--- config.mk ---
export PLATFORM = sky130hd
export DESIGN_NAME = avm_cmd_master
export DESIGN_NICKNAME = d
export VERILOG_FILES = /design/src/rtl/avm_pkg.sv /design/src/rtl/avm_lat_counter.sv /design/src/rtl/avm_cmd_master.sv
export SDC_FILE = /design/constraint.sdc
export NUM_CORES = 1
export LEC_CHECK = 0
export BUFFER_PORTS_ARGS = -buffer_cell sky130_fd_sc_hd__buf_2
export CAP_MARGIN = 10
export CORE_MARGIN = 2
export CORE_UTILIZATION = 48
export CTS_BUF_LIST = sky130_fd_sc_hd__clkbuf_4 sky130_fd_sc_hd__clkbuf_8
export DETAILED_ROUTE_END_ITERATION = 7
export PLACE_DENSITY = 0.82
export SYNTH_ARGS = -nofsm -noshare
export SYNTH_HDL_FRONTEND = slang
export SYNTH_HIERARCHICAL = 1
export SYNTH_SLANG_ARGS = --single-unit
--- constraint.sdc ---
create_clock -name clk -period 1.8 [get_ports clk]
set_input_delay 0.09 -clock clk [delete_from_list [all_inputs] [get_ports clk]]
set_output_delay 0.09 -clock clk [all_outputs]
set_load 0.005 [all_outputs]
--- src/rtl/avm_pkg.sv ---
// Shared types and constants for the Avalon-MM command master.
package avm_pkg;

    localparam int AVM_ADDR_W = 8;
    localparam int AVM_DATA_W = 32;

    // Read data reported when a read is abandoned on waitrequest timeout.
    localparam logic [31:0] TIMEOUT_RDATA = 32'hDEAD_BEEF;

    typedef enum logic [1:0] {
        IDLE,
        WR,
        RD,
        RDLAT
    } avm_state_t;

endpackage

--- src/rtl/avm_lat_counter.sv ---
// Loadable down-counter with a zero flag; reused for read latency and waitrequest timeout.
module avm_lat_counter #(
    parameter int W = 3
) (
    input  logic         clk,
    input  logic         rst_in,
    input  logic         load,
    input  logic         dec,
    input  logic [W-1:0] load_value,
    output logic         zero
);

    logic [W-1:0] count;

    // Load wins over decrement; the count parks at zero.
    always_ff @(posedge clk) begin
        if (rst_in) begin
            count <= '0;
        end else if (load) begin
            count <= load_value;
        end else if (dec && (count != '0)) begin
            count <= count - W'(1);
        end
    end

    assign zero = (count == '0);

endmodule

--- src/rtl/avm_cmd_master.sv ---
// Avalon-MM master running one read/write command at a time from a valid/ready port.
// Optional waitrequest timeout enabled by defining AVM_CMD_MASTER_TIMEOUT_EN.
module avm_cmd_master
    import avm_pkg::*;
#(
    parameter int ADDR_W         = AVM_ADDR_W,
    parameter int DATA_W         = AVM_DATA_W,
    parameter int READ_LATENCY   = 1,
    parameter int TIMEOUT_CYCLES = 255
) (
    input  logic              clk,
    input  logic              rst_in,
    input  logic              cmd_valid,
    output logic              cmd_ready,
    input  logic              cmd_write,
    input  logic [ADDR_W-1:0] cmd_addr,
    input  logic [DATA_W-1:0] cmd_wdata,
    output logic              rsp_valid,
    output logic              rsp_write,
    output logic [DATA_W-1:0] rsp_rdata,
    output logic              rsp_err,
    output logic [ADDR_W-1:0] m_address,
    output logic              m_write,
    output logic [DATA_W-1:0] m_writedata,
    output logic              m_read,
    input  logic [DATA_W-1:0] m_readdata,
    input  logic              m_waitrequest
);

    avm_state_t        state, state_nxt;
    logic              cmd_ready_nxt;
    logic              rsp_valid_nxt, rsp_write_nxt, rsp_err_nxt;
    logic [DATA_W-1:0] rsp_rdata_nxt;
    logic [ADDR_W-1:0] m_address_nxt;
    logic [DATA_W-1:0] m_writedata_nxt;
    logic              m_write_nxt, m_read_nxt;
    logic              lat_load, lat_dec, lat_zero;

    avm_lat_counter #(.W(3)) u_lat_cnt (
        .clk        (clk),
        .rst_in     (rst_in),
        .load       (lat_load),
        .dec        (lat_dec),
        .load_value (3'(READ_LATENCY - 1)),
        .zero       (lat_zero)
    );

`ifdef AVM_CMD_MASTER_TIMEOUT_EN
    localparam int TMO_W = (TIMEOUT_CYCLES > 1) ? $clog2(TIMEOUT_CYCLES) : 1;
    logic tmo_load, tmo_dec, tmo_zero;

    avm_lat_counter #(.W(TMO_W)) u_tmo_cnt (
        .clk        (clk),
        .rst_in     (rst_in),
        .load       (tmo_load),
        .dec        (tmo_dec),
        .load_value (TMO_W'(TIMEOUT_CYCLES - 1)),
        .zero       (tmo_zero)
    );
`endif

    // All outputs are registered; this block only computes their next values.
    always_comb begin
        state_nxt       = state;
        cmd_ready_nxt   = cmd_ready;
        rsp_valid_nxt   = 1'b0;
        rsp_write_nxt   = 1'b0;
        rsp_err_nxt     = 1'b0;
        rsp_rdata_nxt   = rsp_rdata;
        m_address_nxt   = m_address;
        m_writedata_nxt = m_writedata;
        m_write_nxt     = m_write;
        m_read_nxt      = m_read;
        lat_load        = 1'b0;
        lat_dec         = 1'b0;
`ifdef AVM_CMD_MASTER_TIMEOUT_EN
        tmo_load        = 1'b0;
        tmo_dec         = 1'b0;
`endif
        case (state)
            IDLE: begin
                if (cmd_valid && cmd_ready) begin
                    m_address_nxt   = cmd_addr;
                    m_writedata_nxt = cmd_wdata;
                    m_write_nxt     = cmd_write;
                    m_read_nxt      = !cmd_write;
                    cmd_ready_nxt   = 1'b0;
                    state_nxt       = cmd_write ? WR : RD;
`ifdef AVM_CMD_MASTER_TIMEOUT_EN
                    tmo_load        = 1'b1;
`endif
                end
            end
            WR: begin
                if (!m_waitrequest) begin
                    m_write_nxt   = 1'b0;
                    rsp_valid_nxt = 1'b1;
                    rsp_write_nxt = 1'b1;
                    cmd_ready_nxt = 1'b1;
                    state_nxt     = IDLE;
                end
`ifdef AVM_CMD_MASTER_TIMEOUT_EN
                else if (tmo_zero) begin
                    m_write_nxt   = 1'b0;
                    rsp_valid_nxt = 1'b1;
                    rsp_write_nxt = 1'b1;
                    rsp_err_nxt   = 1'b1;
                    cmd_ready_nxt = 1'b1;
                    state_nxt     = IDLE;
                end else begin
                    tmo_dec = 1'b1;
                end
`endif
            end
            RD: begin
                if (!m_waitrequest) begin
                    m_read_nxt = 1'b0;
                    if (READ_LATENCY == 0) begin
                        rsp_rdata_nxt = m_readdata;
                        rsp_valid_nxt = 1'b1;
                        cmd_ready_nxt = 1'b1;
                        state_nxt     = IDLE;
                    end else begin
                        lat_load  = 1'b1;
                        state_nxt = RDLAT;
                    end
                end
`ifdef AVM_CMD_MASTER_TIMEOUT_EN
                else if (tmo_zero) begin
                    m_read_nxt    = 1'b0;
                    rsp_rdata_nxt = DATA_W'(TIMEOUT_RDATA);
                    rsp_valid_nxt = 1'b1;
                    rsp_err_nxt   = 1'b1;
                    cmd_ready_nxt = 1'b1;
                    state_nxt     = IDLE;
                end else begin
                    tmo_dec = 1'b1;
                end
`endif
            end
            RDLAT: begin
                if (lat_zero) begin
                    rsp_rdata_nxt = m_readdata;
                    rsp_valid_nxt = 1'b1;
                    cmd_ready_nxt = 1'b1;
                    state_nxt     = IDLE;
                end else begin
                    lat_dec = 1'b1;
                end
            end
            default: begin
                state_nxt = IDLE;
            end
        endcase
    end

    always_ff @(posedge clk) begin
        if (rst_in) begin
            state       <= IDLE;
            cmd_ready   <= 1'b1;
            rsp_valid   <= 1'b0;
            rsp_write   <= 1'b0;
            rsp_err     <= 1'b0;
            rsp_rdata   <= '0;
            m_address   <= '0;
            m_writedata <= '0;
            m_write     <= 1'b0;
            m_read      <= 1'b0;
        end else begin
            state       <= state_nxt;
            cmd_ready   <= cmd_ready_nxt;
            rsp_valid   <= rsp_valid_nxt;
            rsp_write   <= rsp_write_nxt;
            rsp_err     <= rsp_err_nxt;
            rsp_rdata   <= rsp_rdata_nxt;
            m_address   <= m_address_nxt;
            m_writedata <= m_writedata_nxt;
            m_write     <= m_write_nxt;
            m_read      <= m_read_nxt;
        end
    end

endmodule

======== Word-level counts from Yosys, hierarchy flattened ========
Index checks and enable logic that the tools add are counted.
operators by class
  add/sub/neg operators ................... 1
  equal/unequal tests ..................... 7
  mux-type cells .......................... 21
  bitwise operators ....................... 1
  reduce and logical (&&, ||, !) cells .... 17
operators by type and width
  cell                 count
  $mux 1               11
  $mux 2               5
  $ne 2x2->1 const B   4
  $pmux 2 s4           1
  $reduce_and 4->1     2
  $pmux 1 s2           3
  $reduce_and 3->1     2
  $reduce_bool 3->1    2
  $eq 2x2->1 const B   2
  $reduce_and 2->1     2
  $reduce_bool 2->1    2
  $reduce_or 2->1      2
  $logic_not 3->1      1
  $pmux 1 s3           1
  $sub 3x1->3 const B  1
  $eq 2x1->1 const B   1
  $logic_and 1x1->1    2
  $logic_not 2->1      1
  $logic_not 1->1      1
  $not 1->1            1
word-level totals
  bits in registers ....................... 82
  input bits .............................. 77
  word-level logic and storage cells ...... 57

======== Depth between registers and ports, before layout ========
  depth in word-level cells ............... 4
  mapped depth ............................ 8
  depth with buffers taken out ............ 7

======== By module ========
Netlist, hierarchy kept.
by module, submodules not included
  module           times used  cells each  area an instance (sq um)  sequential area each (sq um)
  avm_cmd_master   1           356         3065.4                    1581.5
  avm_lat_counter  1           21          182.7                     60.1

======== Least setup slack after synthesis ========
OpenSTA, ideal clock, no wires.
  path kind ............................... flip-flop to flip-flop
  from .................................... reg u_lat_cnt.count[0]
  to ...................................... reg u_lat_cnt.count[2]
  setup time .............................. 0.074 ns
  data arrival time ....................... 1.474 ns
  slack ................................... 0.252 ns
  cell stages (with the launch flop) ...... 8
  buffers on the path ..................... 0
  cells stage by stage .................... dfxtp_1 inv_1 ha_1 ha_1 nor2_1 nand2b_4 or3_1 a31oi_1
on the way
  cells in the longest elaborated chain, start to end .. 4
  elaborated cells between the ends (all ways) .. 6
RTL lines
  element                 RTL line               text
  from (decl)             avm_lat_counter.sv:13  logic [W-1:0] count;
  from (signal assigned)  avm_lat_counter.sv:20  count <= load_value;
  from (signal assigned)  avm_lat_counter.sv:22  count <= count - W'(1);
  $logic_not 3->1         avm_lat_counter.sv:26  assign zero = (count == '0);
  named net lat_zero      avm_cmd_master.sv:37   logic lat_load, lat_dec, lat_zero;
  $mux 1                  avm_cmd_master.sv:142  if (lat_zero) begin
  $mux 1                  avm_cmd_master.sv:80   case (state)
  named net lat_dec       avm_cmd_master.sv:37
  $logic_and 1x1->1       avm_lat_counter.sv:21  end else if (dec && (count != '0)) begin
The timed path passes the listed nets, and every way through them passes these cells.
A chain may end at the register's enable or synchronous reset.

======== Worst setup path in the final report ========
  from .................................... reg u_lat_cnt.count[0]
  to ...................................... reg u_lat_cnt.count[1]
Same word-level chain as after synthesis.

==> out/summary.json <==
{
  "global_route_wire_length_before_repair": {"value": 16000, "unit": "um"},
  "antenna_cells_inserted": {"value": 0},
  "clk_latency": {"value": 0.35, "unit": "ns"},
  "ys_top_cells_by_area": {"value": "dfxtp_1 51%, nand2_1 15%, a21oi_2 8.1%"},
  "area_of_combinational_cells_with_multiple_inputs": {"value": 1380, "unit": "um^2"},
  "final_total_negative_setup_slack": {"value": 0, "unit": "ns"},
  "core.rowCount": {"value": 29},
  "detailedPlace.worstSlack": {"value": 0.112, "unit": "ns"},
  "cp_data_arrival_time": {"value": 1.92, "unit": "ns"},
  "ys_warn_count": {"value": 6},
  "worstSetupPathType": {"value": "reg2reg"},
  "finalCriticalPeriod": {"value": 1.66, "unit": "ns"},
  "drt_pre_antenna_iters": {"value": 6},
  "postCtsSetupBuffers": {"value": 0},
  "netlist_area": {"value": 3250, "unit": "um^2"},
  "layout_commonest_cell": {"value": "buf_2"},
  "cts.path.max_buffers": {"value": 2},
  "finalSetupViolations": {"value": 0},
  "clock_tree_from_tritoncts": {"value": "built"},
  "pwr_density_cell": {"value": 911, "unit": "nW/um^2"},
  "rsz0062_at_grt": {"value": "no"},
  "grt_pass1_vias": {"value": 3408},
  "post-route-drc-count": {"value": 0},
  "nFillCells": {"value": 432},
  "initial_antenna_violation_count": {"value": 0},
  "cts.root.buffer_cell": {"value": "clkbuf_8"},
  "timing.critical_path.from_type": {"value": "flip-flop"},
  "final.setup.worst_slack": {"value": 0.142, "unit": "ns"},
  "die_height": {"value": 86.3, "unit": "um"},
  "register_area": {"value": 1640, "unit": "um^2"},
  "gpl_wtd_cong": {"value": 0.743},
  "endpoint_type_of_the_worst_setup_path": {"value": "flip-flop"},
  "drt-total-wl": {"value": 10200, "unit": "um"},
  "detail-route-antenna-nets": {"value": 0},
  "max-vdd-ir-drop": {"value": 498, "unit": "uV"},
  "cts_made_buffers": {"value": 9},
  "synthDominantCellAreaShare": {"value": 50.5, "unit": "%"},
  "start_util": {"value": 50.3, "unit": "%"},
  "floorplan.core_area": {"value": 6460, "unit": "um^2"},
  "ys_seq_area_share": {"value": 50.5, "unit": "%"},
  "synthCells": {"value": 377},
  "die_width": {"value": 86.3, "unit": "um"},
  "dp.final_hpwl": {"value": 5570, "unit": "um"},
  "routed-via-count": {"value": 3392},
  "io_pins": {"value": 155},
  "syn-mean-instance-area": {"value": 8.62, "unit": "um^2"},
  "die_outline_area": {"value": 7440, "unit": "um^2"},
  "hold_path.class": {"value": "in2reg"},
  "maximum_operating_frequency": {"value": 603, "unit": "MHz"},
  "grt.overflow.total": {"value": 0},
  "clkTransAtPathRegs": {"value": 0.08, "unit": "ns"},
  "portBuffers": {"value": 153},
  "synth_cell_type_count": {"value": 31},
  "power.static_leakage": {"value": 2.18, "unit": "nW"},
  "synth_seq_cells": {"value": 82},
  "final_layout_size_suffix_gt1_share": {"value": 38.6, "unit": "%"},
  "period_utilization": {"value": 92.1, "unit": "%"},
  "synth_top_area_cell": {"value": "dfxtp_1"},
  "maxSlewViolCount": {"value": 0},
  "layout.cells.most_common_list": {"value": "152 x buf_2, 131 x nand2_1, 82 x dfxtp_1"},
  "detail_route.vias_per_cell": {"value": 5.04},
  "gr-usage-all-layers": {"value": 27.4, "unit": "%"},
  "area_growth": {"value": 52.5, "unit": "%"},
  "whs": {"value": 0.0149, "unit": "ns"},
  "max_capacitance_violation_count": {"value": 0},
  "clock-sinks": {"value": 82},
  "finalClockSkew": {"value": 0.00939, "unit": "ns"},
  "worst_ep_required_time": {"value": 2.06, "unit": "ns"},
  "cts_max_level": {"value": 3},
  "worstPathMaxFanout": {"value": 6},
  "drt-initial-drc-count": {"value": 148},
  "final_hold_viol_count": {"value": 0},
  "finish.net_count": {"value": 671},
  "grt_start_max_net_pins": {"value": 43},
  "dr_wl_cell": {"value": 15.1, "unit": "um"},
  "result_of_the_run": {"value": "completed"}
}
[critical path, cell delays in order, from the launching register on]
cell and delay (ns):
dfxtp_1 0.35, inv_1 0.05, ha_1 0.21, ha_2 0.22
nor2_2 0.16, nand2b_4 0.08, or3_1 0.31, a31oi_1 0.20
[layer usage]
layer / routed length (um) / vias to the layer above / global-route usage (%)
li1: - / 1647 / -
met2: 5110 / 168 / 50.6
met5: 0 / - / 0
met1: 3970 / 1552 / 30.3
met3: 866 / 25 / 6.57
met4: 224 / 0 / 10.5
[final timing paths]
path / from / slack [ns] / to / cells past startpoint
min: cmd_write / 0.01 / m_write$_SDFFE_PP0P_ / 3
min reg2reg: m_address[5]$_SDFFE_PP0P_ / 0.45 / m_address[5]$_SDFFE_PP0P_ / 2
max: u_lat_cnt/count[0]$_SDFFE_PP0P_ / 0.14 / u_lat_cnt/count[1]$_SDFFE_PP0P_ / 7
max reg2reg: u_lat_cnt/count[0]$_SDFFE_PP0P_ / 0.14 / u_lat_cnt/count[1]$_SDFFE_PP0P_ / 7
[synth_stat cells, drive strengths merged]
| cell type | count |
|---|---|
| ha | 2 |
| and4bb | 1 |
| a21oi | 75 |
| nand3b | 3 |
| nor2 | 2 |
| nand4bb | 1 |
| clkbuf | 7 |
| nand2 | 151 |
| inv | 6 |
| and3 | 1 |
| xnor2 | 1 |
| buf | 22 |
| or3 | 3 |
| conb | 1 |
| dfxtp | 82 |
| nand2b | 4 |
| o211ai | 2 |
| o21a | 2 |
| a211oi | 2 |
| a31oi | 3 |
| nand3 | 2 |
| mux2i | 1 |
| nor3 | 2 |
| o41ai | 1 |
[per-stage QoR]
step | area [um^2] | cells | utilization [%] | power [mW]
after floorplan | 3260 | 380 | - | 2.50
after global placement | 4000 | 588 | 61.9 | 2.73
after detailed placement | 4000 | 588 | 61.9 | 2.75
after CTS | 4950 | 673 | 76.6 | 4.50
after global routing | 4950 | 673 | 76.7 | 4.69
final | 4950 | 673 | 76.7 | 4.51
[registers in the layout, summed over array words and instances, names as in the netlist]
name             count
rsp_valid            1
state                2
rsp_rdata           32
m_writedata         32
m_write              1
u_lat_cnt/count      3
m_read               1
cmd_ready            1
rsp_write            1
m_address            8
[where the power goes]
group	total [mW]	switching (mW)	internal, mW
sequential	2.04	0.0922	1.95
clock	1.64	0.651	0.993
combinational	0.829	0.427	0.402
total	4.51	1.17	3.34
[cell families after synthesis]
group           after synthesis  synth area share, %
simple gates                170                 23.2
flops                        82                 50.5
other cells                   1                0.115
mux                           1                0.308
fa+ha+maj                     2                0.770
xor+xnor                      1                0.270
compound gates               85                 17.3
buf+inv                      35                 7.55
[timing repair]
| action | 4_1_cts | 5_1_grt |
|---|---|---|
| gates resized for setup | 0 | 2 |
| hold buffers | 70 | 0 |
| endpoints found under the hold margin | 70 | 0 |
| endpoints found under the setup margin | 0 | 2 |
[layout make-up]
class | count | share of cell area [%]
clock inverter | 4 | 2.00
timing repair buffer | 230 | 31.5
inverter | 6 | 0.455
tap | 77 | 1.95
sequential | 82 | 33.1
multi-input combinational | 263 | 27.9
clock buffer | 11 | 3.06
No activity file was read; power rests on OpenSTA's default activity.
